<file path="src/rtl/vga_xy_pkg.sv">
// vga_xy_pkg: screen geometry, fill FSM states and colour codes shared by the image RAM, VGA controller and fill engine.
package vga_xy_pkg;
  localparam int WIDTH  = 160;
  localparam int HEIGHT = 120;
  localparam int XW     = 8;
  localparam int YW     = 7;
  localparam int CW     = 3;
  localparam logic [XW-1:0] XMAX = XW'(WIDTH - 1);
  localparam logic [YW-1:0] YMAX = YW'(HEIGHT - 1);
  typedef enum logic [1:0] {IDLE, FILL, DONE} state_t;
  localparam logic [CW-1:0] BLACK   = 3'd0;
  localparam logic [CW-1:0] BLUE    = 3'd1;
  localparam logic [CW-1:0] GREEN   = 3'd2;
  localparam logic [CW-1:0] CYAN    = 3'd3;
  localparam logic [CW-1:0] RED     = 3'd4;
  localparam logic [CW-1:0] MAGENTA = 3'd5;
  localparam logic [CW-1:0] YELLOW  = 3'd6;
  localparam logic [CW-1:0] WHITE   = 3'd7;
endpackage

</file>
<file path="src/rtl/raster_counter.sv">
// raster_counter: walks x across [xl,xh] then y across [yl,yh]; last flags the bottom-right corner.
module raster_counter
  import vga_xy_pkg::*;
(
  input  logic          clk,
  input  logic          rst,
  input  logic          load,
  input  logic          step,
  input  logic [XW-1:0] xl,
  input  logic [XW-1:0] xh,
  input  logic [YW-1:0] yl,
  input  logic [YW-1:0] yh,
  output logic [XW-1:0] x,
  output logic [YW-1:0] y,
  output logic          last
);
  logic [XW-1:0] xl_r, xh_r;
  logic [YW-1:0] yh_r;
  assign last = (x == xh_r) && (y == yh_r);
  always_ff @(posedge clk or posedge rst) begin
    if (rst) begin
      x    <= '0;
      y    <= '0;
      xl_r <= '0;
      xh_r <= '0;
      yh_r <= '0;
    end else if (load) begin
      x    <= xl;
      y    <= yl;
      xl_r <= xl;
      xh_r <= xh;
      yh_r <= yh;
    end else if (step) begin
      x <= (x < xh_r) ? x + XW'(1) : xl_r;
      y <= (x < xh_r) ? y : y + YW'(1);
    end
  end
endmodule

</file>
<file path="src/rtl/rect_fill_writer.sv">
// rect_fill_writer: on start, clamps and orders two corners, then writes one pixel per clock in raster order.
module rect_fill_writer
  import vga_xy_pkg::*;
(
  input  logic          CLOCK_50,
  input  logic          reset,
  input  logic          start,
  input  logic [XW-1:0] x0,
  input  logic [YW-1:0] y0,
  input  logic [XW-1:0] x1,
  input  logic [YW-1:0] y1,
  input  logic [CW-1:0] color,
  output logic          busy,
  output logic          done,
  output logic          we,
  output logic [XW-1:0] xw,
  output logic [YW-1:0] yw,
  output logic [CW-1:0] din
);
  state_t state;
  logic [XW-1:0] x0c, x1c, xl, xh;
  logic [YW-1:0] y0c, y1c, yl, yh;
  logic load, step, last;
  // Clamp before ordering so the rectangle always holds at least one on-screen pixel
  always_comb begin
    x0c = (x0 > XMAX) ? XMAX : x0;
    x1c = (x1 > XMAX) ? XMAX : x1;
    y0c = (y0 > YMAX) ? YMAX : y0;
    y1c = (y1 > YMAX) ? YMAX : y1;
    xl  = (x0c < x1c) ? x0c : x1c;
    xh  = (x0c < x1c) ? x1c : x0c;
    yl  = (y0c < y1c) ? y0c : y1c;
    yh  = (y0c < y1c) ? y1c : y0c;
  end
  assign load = (state == IDLE) && start;
  assign step = (state == FILL) && !last;
  raster_counter u_cnt (
    .clk  (CLOCK_50),
    .rst  (reset),
    .load (load),
    .step (step),
    .xl   (xl),
    .xh   (xh),
    .yl   (yl),
    .yh   (yh),
    .x    (xw),
    .y    (yw),
    .last (last)
  );
  always_ff @(posedge CLOCK_50 or posedge reset) begin
    if (reset) begin
      state <= IDLE;
      busy  <= 1'b0;
      done  <= 1'b0;
      we    <= 1'b0;
      din   <= '0;
    end else begin
      case (state)
        IDLE: if (start) begin
          state <= FILL;
          busy  <= 1'b1;
          we    <= 1'b1;
          din   <= color;
        end
        FILL: if (last) begin
          state <= DONE;
          busy  <= 1'b0;
          we    <= 1'b0;
          done  <= 1'b1;
        end
        DONE: begin
          state <= IDLE;
          done  <= 1'b0;
        end
        default: state <= IDLE;
      endcase
    end
  end
endmodule

</file>
<file path="config.mk">
export PLATFORM = sky130hd
export DESIGN_NAME = rect_fill_writer
export DESIGN_NICKNAME = d
export VERILOG_FILES = /design/src/rtl/vga_xy_pkg.sv /design/src/rtl/raster_counter.sv /design/src/rtl/rect_fill_writer.sv
export SDC_FILE = /design/constraint.sdc
export NUM_CORES = 1
export LEC_CHECK = 0
export ABC_CLOCK_PERIOD_IN_PS = 1880
export BUFFER_PORTS_ARGS = -buffer_cell sky130_fd_sc_hd__clkbuf_2
export CORE_MARGIN = 2
export CORE_UTILIZATION = 50
export DETAILED_ROUTE_END_ITERATION = 6
export GPL_ROUTABILITY_DRIVEN = 0
export PLACE_DENSITY = 0.75
export SYNTH_ARGS = -nofsm -noshare
export SYNTH_HDL_FRONTEND = slang
export SYNTH_SLANG_ARGS = --single-unit
</file>
<file path="constraint.sdc">
create_clock -name CLOCK_50 -period 1.88 [get_ports CLOCK_50]
set_input_delay 0.282 -clock CLOCK_50 [delete_from_list [all_inputs] [get_ports CLOCK_50]]
set_output_delay 0.282 -clock CLOCK_50 [all_outputs]
set_load 0.1 [all_outputs]
</file>
==> key figures, run 1 <==
Synthesis
  – Predominant post-synthesis flop cell: dfrtp_1
  – Ys Warns: 0
  – Share of the yosys chip area belonging to registers: 35.3%
  – Count of state elements after synthesis: between 40 and 50
  – Top-area cell type share of the netlist area: between 30% and 40%
  – Synth area leaders: dfrtp_1 (35%), ha_1 (9.0%), nand2_1 (5.4%)
  – Syn_nets: approximately 430
  – Cell taking the most area after synthesis: dfrtp_1
  – Post-synth EDFFs: 0
  – Synth Cell Area: 0.00319 mm²
  – Post-Syn Instances: between 300 and 400
  – Avg Inst Size Synth: about 8.6 µm²
  – Asr flop ratio synth: between 90% and 100%
  – Number of distinct library cells after synthesis: a little under 60

Timing
  – Setup ws final: -0.322 ns
  – Tcrit/Tclk final: 117%
  – Setup violations, final: 35
  – Hold_ws: -0.0178 ns
  – Fin Clk Skew: about 0.0081 ns
  – Setup TNS: -7.84 ns
  – Final hold violations: 31
  – Fmax: approximately 450 MHz
  – RSZ-0062 raised after global routing: yes
  – Max-slew violation count: 0
  – Slew margin rel.: a little under two thirds
  – Worst-margin pin slew: around 0.55 ns
  – Final min period: approximately 2.2 ns

Power
  – Leak Pwr: 2.38 nW
  – Clock Power Share: between 20% and 30%
  – Peak supply drop: approximately 0.32 mV
  – Switch share: about 30%
  – Int Pwr: 1.57 mW
  – Combinational power share: 29.4%
  – Sw Pwr: between 600 and 700 µW
  – Flop pwr share: 43.4%
  – PD cells: approximately 460 mW/mm²

Run status
  – Failing checks: DRC, hold timing, setup timing
  – Outcome: finished with violations

Clocking
  – CTS Buffer Depth: 2
  – Clk root buf: clkbuf_8
  – # H-tree levels: 2
  – CTS tree: done
  – Sink Count: 45
  – Clock Pin Slew Worst Setup and Hold Paths: around 0.090 ns
  – Post-cts hold buffer count: 0
  – Total CTS buffers: 5
  – Skew-Pair Late Insertion Delay: 0.31 ns

Detailed routing
  – Antenna viol nets, final: 0
  – Drt drc: 1
  – First-pass DRT Iterations: 7
  – Avg WL per Cell: 17.4 µm
  – WL final: roughly 10 mm
  – Vias: 3,494
  – Initial drt markers: approximately 260
  – Via-per-instance ratio: 5.81

GRT
  – First-pass GRT wire length: ~16 mm
  – Largest net degree at the start of global routing: 46
  – Initial antenna violation count: 0
  – Grt ovf: 0
  – Global Route Usage Sum: ~29%
  – Vias in the first global route: about 3,500

Die
  – Row Count: 29
  – DIE AREA: a little over 0.007 mm²
  – Initial core utilization: roughly half
  – Chip height: about 84 µm
  – Die X: roughly 84 µm
  – Core area: ~0.0063 mm²
  – I/O pin cnt: 57

Flow run
  – Maximum capacitance violations: 0

Placed design
  – Post-DP HPWL: around 6.8 mm
  – IO buf count: 56

Worst setup path
  – Crit Path Class: flop to flop
  – Req. time, crit path: approximately 2.1 ns
  – Nature of the critical path endpoint: flop
  – Crit path arrival time: 2.44 ns
  – CP Max Fanout: 5
  – Startpoint Class: flop

Cells and area
  – Most frequent cells in the layout: buf_4 (89), clkbuf_2 (53), nand2_1 (41), dfrtp_1 (30), inv_1 (21)
  – Share of layout cells above drive strength 1: between 40% and 50%
  – Commonest non-fill, non-tap cell in the layout: buf_4
  – Antenna Cells: 0
  – Nets@finish: approximately 580
  – Area Overhead vs Synth: 53.2%

Min path
  – Worst hold path class: input port to async pin
==> synth_stat cells, drive strengths merged (2+ instances only) <==
cell type / n
o221ai: 3
nor2b: 6
or4: 3
nor3: 4
o21ai: 32
or3: 2
nand3: 15
mux2i: 13
o21a: 4
mux2: 2
ha: 23
nor4: 3
nand4: 6
o211ai: 11
a22oi: 4
nand2b: 11
xor2: 8
o22ai: 5
clkbuf: 13
o311ai: 2
a311oi: 2
and3: 4
and2b: 2
nand2: 46
a211oi: 2
inv: 24
buf: 7
a21oi: 21
a2bb2oi: 2
a31oi: 2
nor2: 22
and2: 3
dfrtp: 45
a21o: 6
==> power groups by stage <==
stage | Combinational [mW] | Clock (mW) | Sequential, mW
after CTS | 0.530 | 0.599 | 0.966
after global routing | 0.700 | 0.639 | 0.967
after detailed placement | 0.457 | 0 | 0.987
after floorplan | 0.272 | 0 | 0.987
after global placement | 0.442 | 0 | 0.987
final | 0.655 | 0.608 | 0.966
==> metrics by stage <==
step	utilization [%]	cells	cell area [µm²]	worst slack (ns)	power (mW)
2_1_floorplan	-	372	3400	-0.397	1.26
3_3_place_gp	69.3	574	4350	-0.409	1.43
3_5_place_dp	69.3	574	4350	-0.501	1.44
4_1_cts	74.1	596	4650	-0.284	2.09
5_1_grt	77.9	601	4890	-0.427	2.31
6_report	77.9	601	4890	-0.322	2.23
==> layer usage <==
layer / wire length, µm / GRT usage (%) / vias up / part of all wire [%]
li1: - / - / 1640 / -
met1: 3950 / 34.6 / 1654 / 38
met2: 5340 / 51.4 / 141 / 51
met3: 535 / 4.55 / 59 / 5.1
met4: 607 / 10.3 / 0 / 5.8
met5: 0 / 0 / - / 0
==> worst max-delay path: stages, from the launching register on <==
cell and delay [ns]:
dfrtp_4 0.50, ha_4 0.24, nand4_1 0.12, buf_6 0.14
nor4_4 0.05, a31oi_4 0.26, o21ai_2 0.13, buf_6 0.15
buf_6 0.11, or3_1 0.35, nand3_1 0.07
==> path summary, 6_finish.rpt <==
path	start	end	slack [ns]	cells after the start
max	u_cnt.x[4]	u_cnt.y[3]	-0.32	10
max in group asynchronous	reset	u_cnt.x[3]	1.65	3
min in group CLOCK_50	color[1]	din[1]	0.16	3
min	reset	din[2]	-0.02	3
min reg2reg	din[0]	din[0]	0.48	2
max reg2reg	u_cnt.x[4]	u_cnt.y[3]	-0.32	10
==> registers in the layout, indices dropped and copies added, names as in the netlist <==
signal,count
u_cnt.x,8
we,1
state,2
u_cnt.yh_r,7
din,3
u_cnt.xh_r,8
done,1
u_cnt.y,7
u_cnt.xl_r,8
==> area by class of cell <==
cell class                      instances  area [µm²]
Tap cell                               77        96.3
Timing Repair Buffer                  164        1200
Sequential cell                        45        1160
Fill cell                             407        1390
Inverter                               24        90.1
Clock buffer                            8        80.1
Multi-Input combinational cell        283        2260
==> repair_timing <==
action | in CTS | in global routing
cloned | 1 | 1
endpoints found under the hold margin | 0 | 0
pin swaps | 10 | 16
setup buffers | 14 | 4
gates resized for setup | 21 | 51
endpoints found under the setup margin | 29 | 42
==> cells by family (layout without fill, tap and decap cells) <==
family                   after synthesis  count (layout)  share of synthesized area, %
AND/OR/NAND/NOR                      130             130                          20.0
AO/OA/AOI/OAI                        107             107                          23.0
flip-flops                            45              45                          35.3
buffers and inverters                 44             196                          5.76
adder cells (fa/ha/maj)               23              23                          9.01
multiplexers                          15              15                          4.78
XOR/XNOR                               8               8                          2.19
Power figures use the tool's default switching activity.
==> run 2: changes to the inputs <==
--- a/config.mk
+++ b/config.mk
@@ -15,3 +15,4 @@
 export SYNTH_ARGS = -nofsm -noshare
 export SYNTH_HDL_FRONTEND = slang
 export SYNTH_SLANG_ARGS = --single-unit
+export TNS_END_PERCENT = 20
==> run 2 against run 1 <==
- the flow finishes with violations (setup timing)
- sequential power barely moved
- final area down 5.1%
- utilization decreased by 3.9 points
- fmax is 3.1% lower
- register-to-register slack got worse by 0.07 ns
- die area unchanged
- sequential share of layout area rose by 1.3 points
- clock skew shrank 0.0028 ns
- first-iteration DRC count down 29%
- via count decreased by 5.6%
- global-route usage shrank 1.9 points
- setup slack got worse by 0.070 ns
- critical path type unchanged
- critical endpoint is now u_cnt.y[2]
- largest power group unchanged
- highest routed layer unchanged
==> key figures, run 2 (synthesis results as in run 1) <==
GRT
  – Global Route Usage Sum: 26.8% (-1.9 points)
  – Largest net degree at the start of global routing: 46 (unchanged)
  – Vias in the first global route: 3,431 (-2.3%)
  – Met3 usage: 3.26% (-1.3 points)
  – Met1 Use GR: 33.2% (-1.4 points)
  – First-pass GRT wire length: 15.4 mm (-5.5%)
  – GR Util met2: 48.3% (-3.1 points)
  – Grt ovf: 0 (unchanged)
  – Initial antenna violation count: 0 (unchanged)
  – Gr busiest metal: met2

Clocking
  – Total CTS buffers: 5 (unchanged)
  – Clock Pin Slew Worst Setup and Hold Paths: 0.09 ns (about the same)
  – CTS Buffer Depth: 2 (unchanged)
  – CTS tree: done
  – # H-tree levels: 2 (unchanged)
  – Sink Count: 45 (unchanged)
  – Clk root buf: clkbuf_8
  – Skew-Pair Late Insertion Delay: 0.30 ns (about the same)

Detailed routing
  – WL final: 9.14 mm (-12%)
  – Antenna viol nets, final: 0 (unchanged)
  – First-pass DRT Iterations: 5 (-2)
  – Vias: 3,300 (-5.6%)
  – Initial drt markers: 187 (-29%)
  – Avg WL per Cell: 15.6 µm (-10%)
  – Via-per-instance ratio: 5.62 (-3.3%)
  – Drt drc: 0 (-1)

Min path
  – Worst hold path class: input port to async pin

Worst setup path
  – Req. time, crit path: 2.06 ns (-0.06 ns)
  – Crit path arrival time: 2.45 ns (about the same)
  – Nature of the critical path endpoint: flop
  – Startpoint Class: flop
  – CP max stage cell: dfrtp_4
  – CP Max Fanout: 5 (unchanged)
  – Slowest stage delay, CP: 0.50 ns (about the same)
  – Crit Path Class: flop to flop
  – CP cell instances: ha_4 > nand4_1 > nor4_4 > a31oi_4 > buf_4 > o211ai_1 > xor2_1 > a21oi_1

Timing
  – Max-slew violation count: 0 (unchanged)
  – Worst-margin pin slew: 0.584 ns (+0.0356 ns)
  – Slew margin rel.: 61.1% (-2.5 points)
  – RSZ-0062 raised after global routing: yes
  – Final hold violations: 0 (-100%)
  – Fmax: 440 MHz (-3.1%)
  – Hold_ws: 0.0995 ns (+0.117 ns)
  – Setup ws final: -0.392 ns (-0.0696 ns)
  – Tcrit/Tclk final: 121% (+3.7 points)
  – Final min period: 2.27 ns (+0.0696 ns)
  – Fin Clk Skew: 0.00528 ns (-0.00280 ns)
  – Setup violations, final: 25 (-29%)

Power
  – Leak Pwr: 2.29 nW (-4.0%)
  – PD cells: 479 mW/mm² (+5.0%)
  – Peak supply drop: 0.380 mV (+19%)

Cells and area
  – Commonest non-fill, non-tap cell in the layout: buf_4
  – Antenna Cells: 0 (unchanged)
  – Post-route design area: 0.00464 mm² (-5.1%)
  – Final core occ: 74.0% (-3.9 points)
  – Nets@finish: 568 (-2.4%)
  – Share of layout cells above drive strength 1: 43.1% (-3.6 points)
  – Area Overhead vs Synth: 45.4%
  – Largest regs: u_cnt.x x8, u_cnt.xh_r x8, u_cnt.xl_r x8
  – Most frequent cells in the layout: buf_4 (88), clkbuf_2 (56), nand2_1 (45), dfrtp_1 (30)

Die
  – Die X: 83.9 µm (unchanged)
  – I/O pin cnt: 57 (unchanged)
  – Initial core utilization: 50.9% (unchanged)
  – DIE AREA: 0.00704 mm² (unchanged)
  – Row Count: 29 (unchanged)
  – Chip height: 83.9 µm (unchanged)
  – Core area: 0.00628 mm² (unchanged)

Placed design
  – Post-DP HPWL: 6.90 mm (+1.4%)
  – IO buf count: 56 (unchanged)
  – Placed cell area: 0.00432 mm² (-0.83%)
  – Pre-CTS WS: -0.433 ns (+0.0679 ns)

Run status
  – Failing checks: setup timing
  – Outcome: finished with violations

Flow run
  – Maximum capacitance violations: 0 (unchanged)
-- run 2: cell types whose count changed in the layout (fill, tap and decap cells not counted), sizes merged --
cell      change
buf          -17
clkbuf        +1
bufinv        +1
clkinvlp      +1
-- run 2: path summary, 6_finish.rpt --
path	from	end	slack, ns	depth (start not counted)
max	u_cnt.x[1]	u_cnt.y[2]	-0.39	8
min	reset	u_cnt.x[5]	0.1	3
max reg2reg	u_cnt.x[1]	u_cnt.y[2]	-0.39	8
min reg2reg	din[2]	din[2]	0.48	2
max in group asynchronous	reset	u_cnt.x[2]	1.34	3
min in group CLOCK_50	color[1]	din[1]	0.17	3
-- run 2: worst max-delay path, delay by kind of cell, from the launching register on --
family                     cells  cell delay, ns
AOI/OAI and AO/OA              3            0.38
xor gates and xnor gates       1            0.23
adders and majority gates      1            0.27
buffers and inverters          1            0.17
DFF                            1            0.50
and+or+nand+nor                2            0.57
-- run 2: final cells by class --
class	instances	area (µm²)
multi-input cells	283	2140
fillers	493	1630
flip-flops and latches	45	1160
repair buffers	150	1030
well taps	77	96.3
inverters	24	90.1
clock buffers	6	82.6
clock inverters	2	37.5
-- run 2: timing repair --
| action | CTS | global route |
|---|---|---|
| hold buffers | 0 | 0 |
| cloned | 0 | 0 |
| gates resized for setup | 23 | 17 |
| endpoints found under the setup margin | 32 | 42 |
| buffers inserted | 4 | 0 |
| pin swaps | 9 | 6 |
-- run 2: power breakdown --
group          switching [mW]  leakage [nW]  internal [mW]  total, mW
Clock                   0.345        0.0574          0.432      0.777
Sequential                  0         0.544          0.967      0.967
Combinational           0.241          1.69          0.238      0.479
-- run 2: metrics by stage --
step                      total power [mW]  setup TNS, ns  std cells
final                                 2.22          -4.88        587
after global routing                  2.32          -7.68        587
after CTS                             2.22          -4.88        587
after detailed placement              1.44         -12.26        575
after global placement                1.42         -10.19        575
after floorplan                       1.24          -7.11        372
-- run 2: routing by layer --
layer / vias up / part of all wire (%)
met5: - / 0
met4: 0 / 1.8
met3: 16 / 3.7
met2: 86 / 52
met1: 1590 / 43
li1: 1608 / -
==> run 3: changes to the inputs <==
--- a/config.mk
+++ b/config.mk
@@ -7,10 +7,10 @@
 export LEC_CHECK = 0
 export ABC_CLOCK_PERIOD_IN_PS = 1880
 export BUFFER_PORTS_ARGS = -buffer_cell sky130_fd_sc_hd__clkbuf_2
-export CORE_MARGIN = 2
 export CORE_UTILIZATION = 50
 export DETAILED_ROUTE_END_ITERATION = 6
 export GPL_ROUTABILITY_DRIVEN = 0
+export MAX_ROUTING_LAYER = met4
 export PLACE_DENSITY = 0.75
 export SYNTH_ARGS = -nofsm -noshare
 export SYNTH_HDL_FRONTEND = slang
==> run 3 against run 2 <==
- the run still ends with setup timing left
- clock-buffer cell count unchanged
- non-clock buffer count down 10
- highest routed layer unchanged
- register-to-register slack improved by 0.03 ns
==> key figures, run 3 (synthesis results as in run 1) <==
Worst setup path
  – Crit path arrival time: 2.46 ns (about the same)
  – Startpoint Class: flop
  – Critical R2R Launch: u_cnt.x[1]
  – Req. time, crit path: 2.11 ns (+0.05 ns)
  – R2R Path End: u_cnt.x[7]
  – CP Capture Point: u_cnt.x[7]
  – CP Max Fanout: 4 (-1)
  – Worst Setup SP: u_cnt.x[1]
  – Worst R2R Setup Slack: -0.36 ns (+0.03 ns)
  – Nature of the critical path endpoint: flop
  – Crit Path Class: flop to flop
  – Worst reg2reg path depth: 8 (unchanged)

GRT
  – First-pass GRT wire length: 13.6 mm (-11%)
  – Largest net degree at the start of global routing: 46 (unchanged)
  – Met3 usage: 5.11% (+1.8 points)
  – Grt ovf: 0 (unchanged)
  – Gr busiest metal: met2
  – Vias in the first global route: 2,983 (-13%)
  – Global Route Usage Sum: 27.5% (+0.74 points)
  – Met1 Use GR: 36.7% (+3.5 points)
  – Initial antenna violation count: 0 (unchanged)
  – GR Util met2: 43.6% (-4.7 points)

Power
  – Power Total: 2.06 mW (-7.5%)
  – Combinational power share: 24.2% (+2.6 points)
  – Leak Pwr: 2.22 nW (-2.9%)
  – Switch share: 28.4% (+2.0 points)
  – Clock Power Share: 28.8% (-6.2 points)
  – Peak supply drop: 0.321 mV (-16%)
  – Flop pwr share: 47.0% (+3.5 points)
  – Int Pwr: 1.47 mW (-10%)
  – PD cells: 453 mW/mm² (-5.3%)
  – Sw Pwr: 584 µW (-0.41%)

Placed design
  – Placed cell count: 560 (-2.6%)
  – Post-DP HPWL: 6.60 mm (-4.4%)
  – Placed cell area: 0.00423 mm² (-2.0%)
  – IO buf count: 56 (unchanged)

Timing
  – RSZ-0062 raised after global routing: yes
  – Hold_ws: 0.0885 ns (-0.0110 ns)
  – Final hold violations: 0 (unchanged)
  – Tcrit/Tclk final: 119% (-1.9 points)
  – Final min period: 2.24 ns (-0.0349 ns)
  – Setup violations, final: 24 (-4.0%)
  – Fin Clk Skew: 0.0123 ns (+0.00703 ns)
  – Fmax: 447 MHz (+1.6%)
  – Slew margin rel.: 61.8% (+0.67 points)
  – Max-slew violation count: 0 (unchanged)
  – Worst-margin pin slew: 0.574 ns (-0.0101 ns)
  – Setup ws final: -0.357 ns (+0.0349 ns)

Min path
  – Worst hold path class: input port to async pin

Cells and area
  – Largest regs: u_cnt.x x8, u_cnt.xh_r x8, u_cnt.xl_r x8
  – Finished Layout Cells: 575 (-2.0%)
  – Filler instances: 460 (-6.7%)
  – Antenna Cells: 0 (unchanged)
  – Commonest non-fill, non-tap cell in the layout: buf_4
  – Post-route design area: 0.00454 mm² (-2.3%)
  – Final core occ: 75.3% (+1.3 points)
  – Most frequent cells in the layout: buf_4 (76), clkbuf_2 (56), nand2_1 (43), dfrtp_1 (30), inv_1 (22)
  – Nets@finish: 558 (-1.8%)
  – Area Overhead vs Synth: 42.1%
  – Share of layout cells above drive strength 1: 42.8% (-0.34 points)

Detailed routing
  – First-pass DRT Iterations: 4 (-1)
  – Drt drc: 0 (unchanged)
  – WL final: 8.77 mm (-4.1%)
  – Antenna viol nets, final: 0 (unchanged)
  – Vias: 3,226 (-2.2%)
  – Via-per-instance ratio: 5.61 (-0.20%)
  – Initial drt markers: 161 (-14%)
  – Avg WL per Cell: 15.3 µm (-2.1%)

Die
  – Chip height: 81.9 µm (-2.4%)
  – Core area: 0.00603 mm² (-4.0%)
  – DIE AREA: 0.00671 mm² (-4.7%)
  – Initial core utilization: 53.0% (+2.1 points)
  – Row Count: 28 (-3.4%)
  – Die X: 81.9 µm (-2.4%)
  – I/O pin cnt: 57 (unchanged)

Clocking
  – Clk root buf: clkbuf_8
  – Post-cts hold buffer count: 0 (unchanged)
  – Sink Count: 45 (unchanged)
  – CTS Buffer Depth: 2 (unchanged)
  – Clock Pin Slew Worst Setup and Hold Paths: 0.09 ns (about the same)
  – Skew-Pair Late Insertion Delay: 0.30 ns (about the same)
  – CTS tree: done
  – Total CTS buffers: 5 (unchanged)
  – # H-tree levels: 2 (unchanged)

Flow run
  – Maximum capacitance violations: 0 (unchanged)

Run status
  – Failing checks: setup timing
  – Outcome: finished with violations
[run 3: cell count changes in the layout (fill, tap and decap cells not counted), sizes merged]
cell      delta
buf         -10
clkinv       +2
clkinvlp     -1
bufinv       -1
[run 3: worst min-delay path by stage]
stage               cells after the start  slack, ns     start         end
global route                            3       0.14     reset      din[0]
finish                                  3       0.09     reset  u_cnt.x[7]
CTS                                     3       0.11     reset      din[1]
floorplan                               2       0.39  color[0]      din[0]
global placement                        3       0.43     reset      din[0]
detailed placement                      3       0.44     reset        done
[run 3: what timing repair did]
action / CTS / global route
pin swaps: 13 / 16
cloned: 0 / 1
buffers inserted: 3 / 3
setup endpoints to repair: 30 / 42
endpoints found under the hold margin: 0 / 0
gates resized for setup: 15 / 32
[run 3: routing by layer]
metal | up-vias | wire (µm)
met5 | - | 0
met4 | 0 | 110
met3 | 12 | 408
met2 | 88 | 4330
met1 | 1535 | 3920
li1 | 1591 | -
[run 3: critical path, cell delays in order (launching register included)]
cell	delay, ns
dfrtp_4	0.50
ha_4	0.25
nor2b_1	0.12
o211ai_1	0.19
buf_4	0.17
a21oi_4	0.07
or4_1	0.55
a21oi_2	0.15
a2bb2oi_1	0.18
[run 3: power by group through the flow]
stage | Clock [mW] | Combinational (mW) | Sequential, mW
floorplan | 0 | 0.252 | 0.987
global placement | 0 | 0.430 | 0.987
detailed placement | 0 | 0.444 | 0.987
CTS | 0.597 | 0.460 | 0.966
global route | 0.650 | 0.546 | 0.967
finish | 0.591 | 0.498 | 0.967
[run 3: through the flow]
step                      setup TNS [ns]  worst slack (ns)
after floorplan                    -7.11            -0.397
after global placement            -10.23            -0.379
after detailed placement          -12.46            -0.442
after CTS                          -4.93            -0.340
after global routing               -7.29            -0.442
final                              -4.86            -0.357
[run 3: area by class of cell]
type / instances / area (µm²) / share of cell area [%]
clock buffers: 6 / 72.6 / 1.60
clock inverters: 2 / 10.0 / 0.221
inverters: 24 / 90.1 / 1.99
multi-input cells: 283 / 2150 / 47.5
flip-flops and latches: 45 / 1160 / 25.7
well taps: 75 / 93.8 / 2.07
repair buffers: 140 / 952 / 21.0
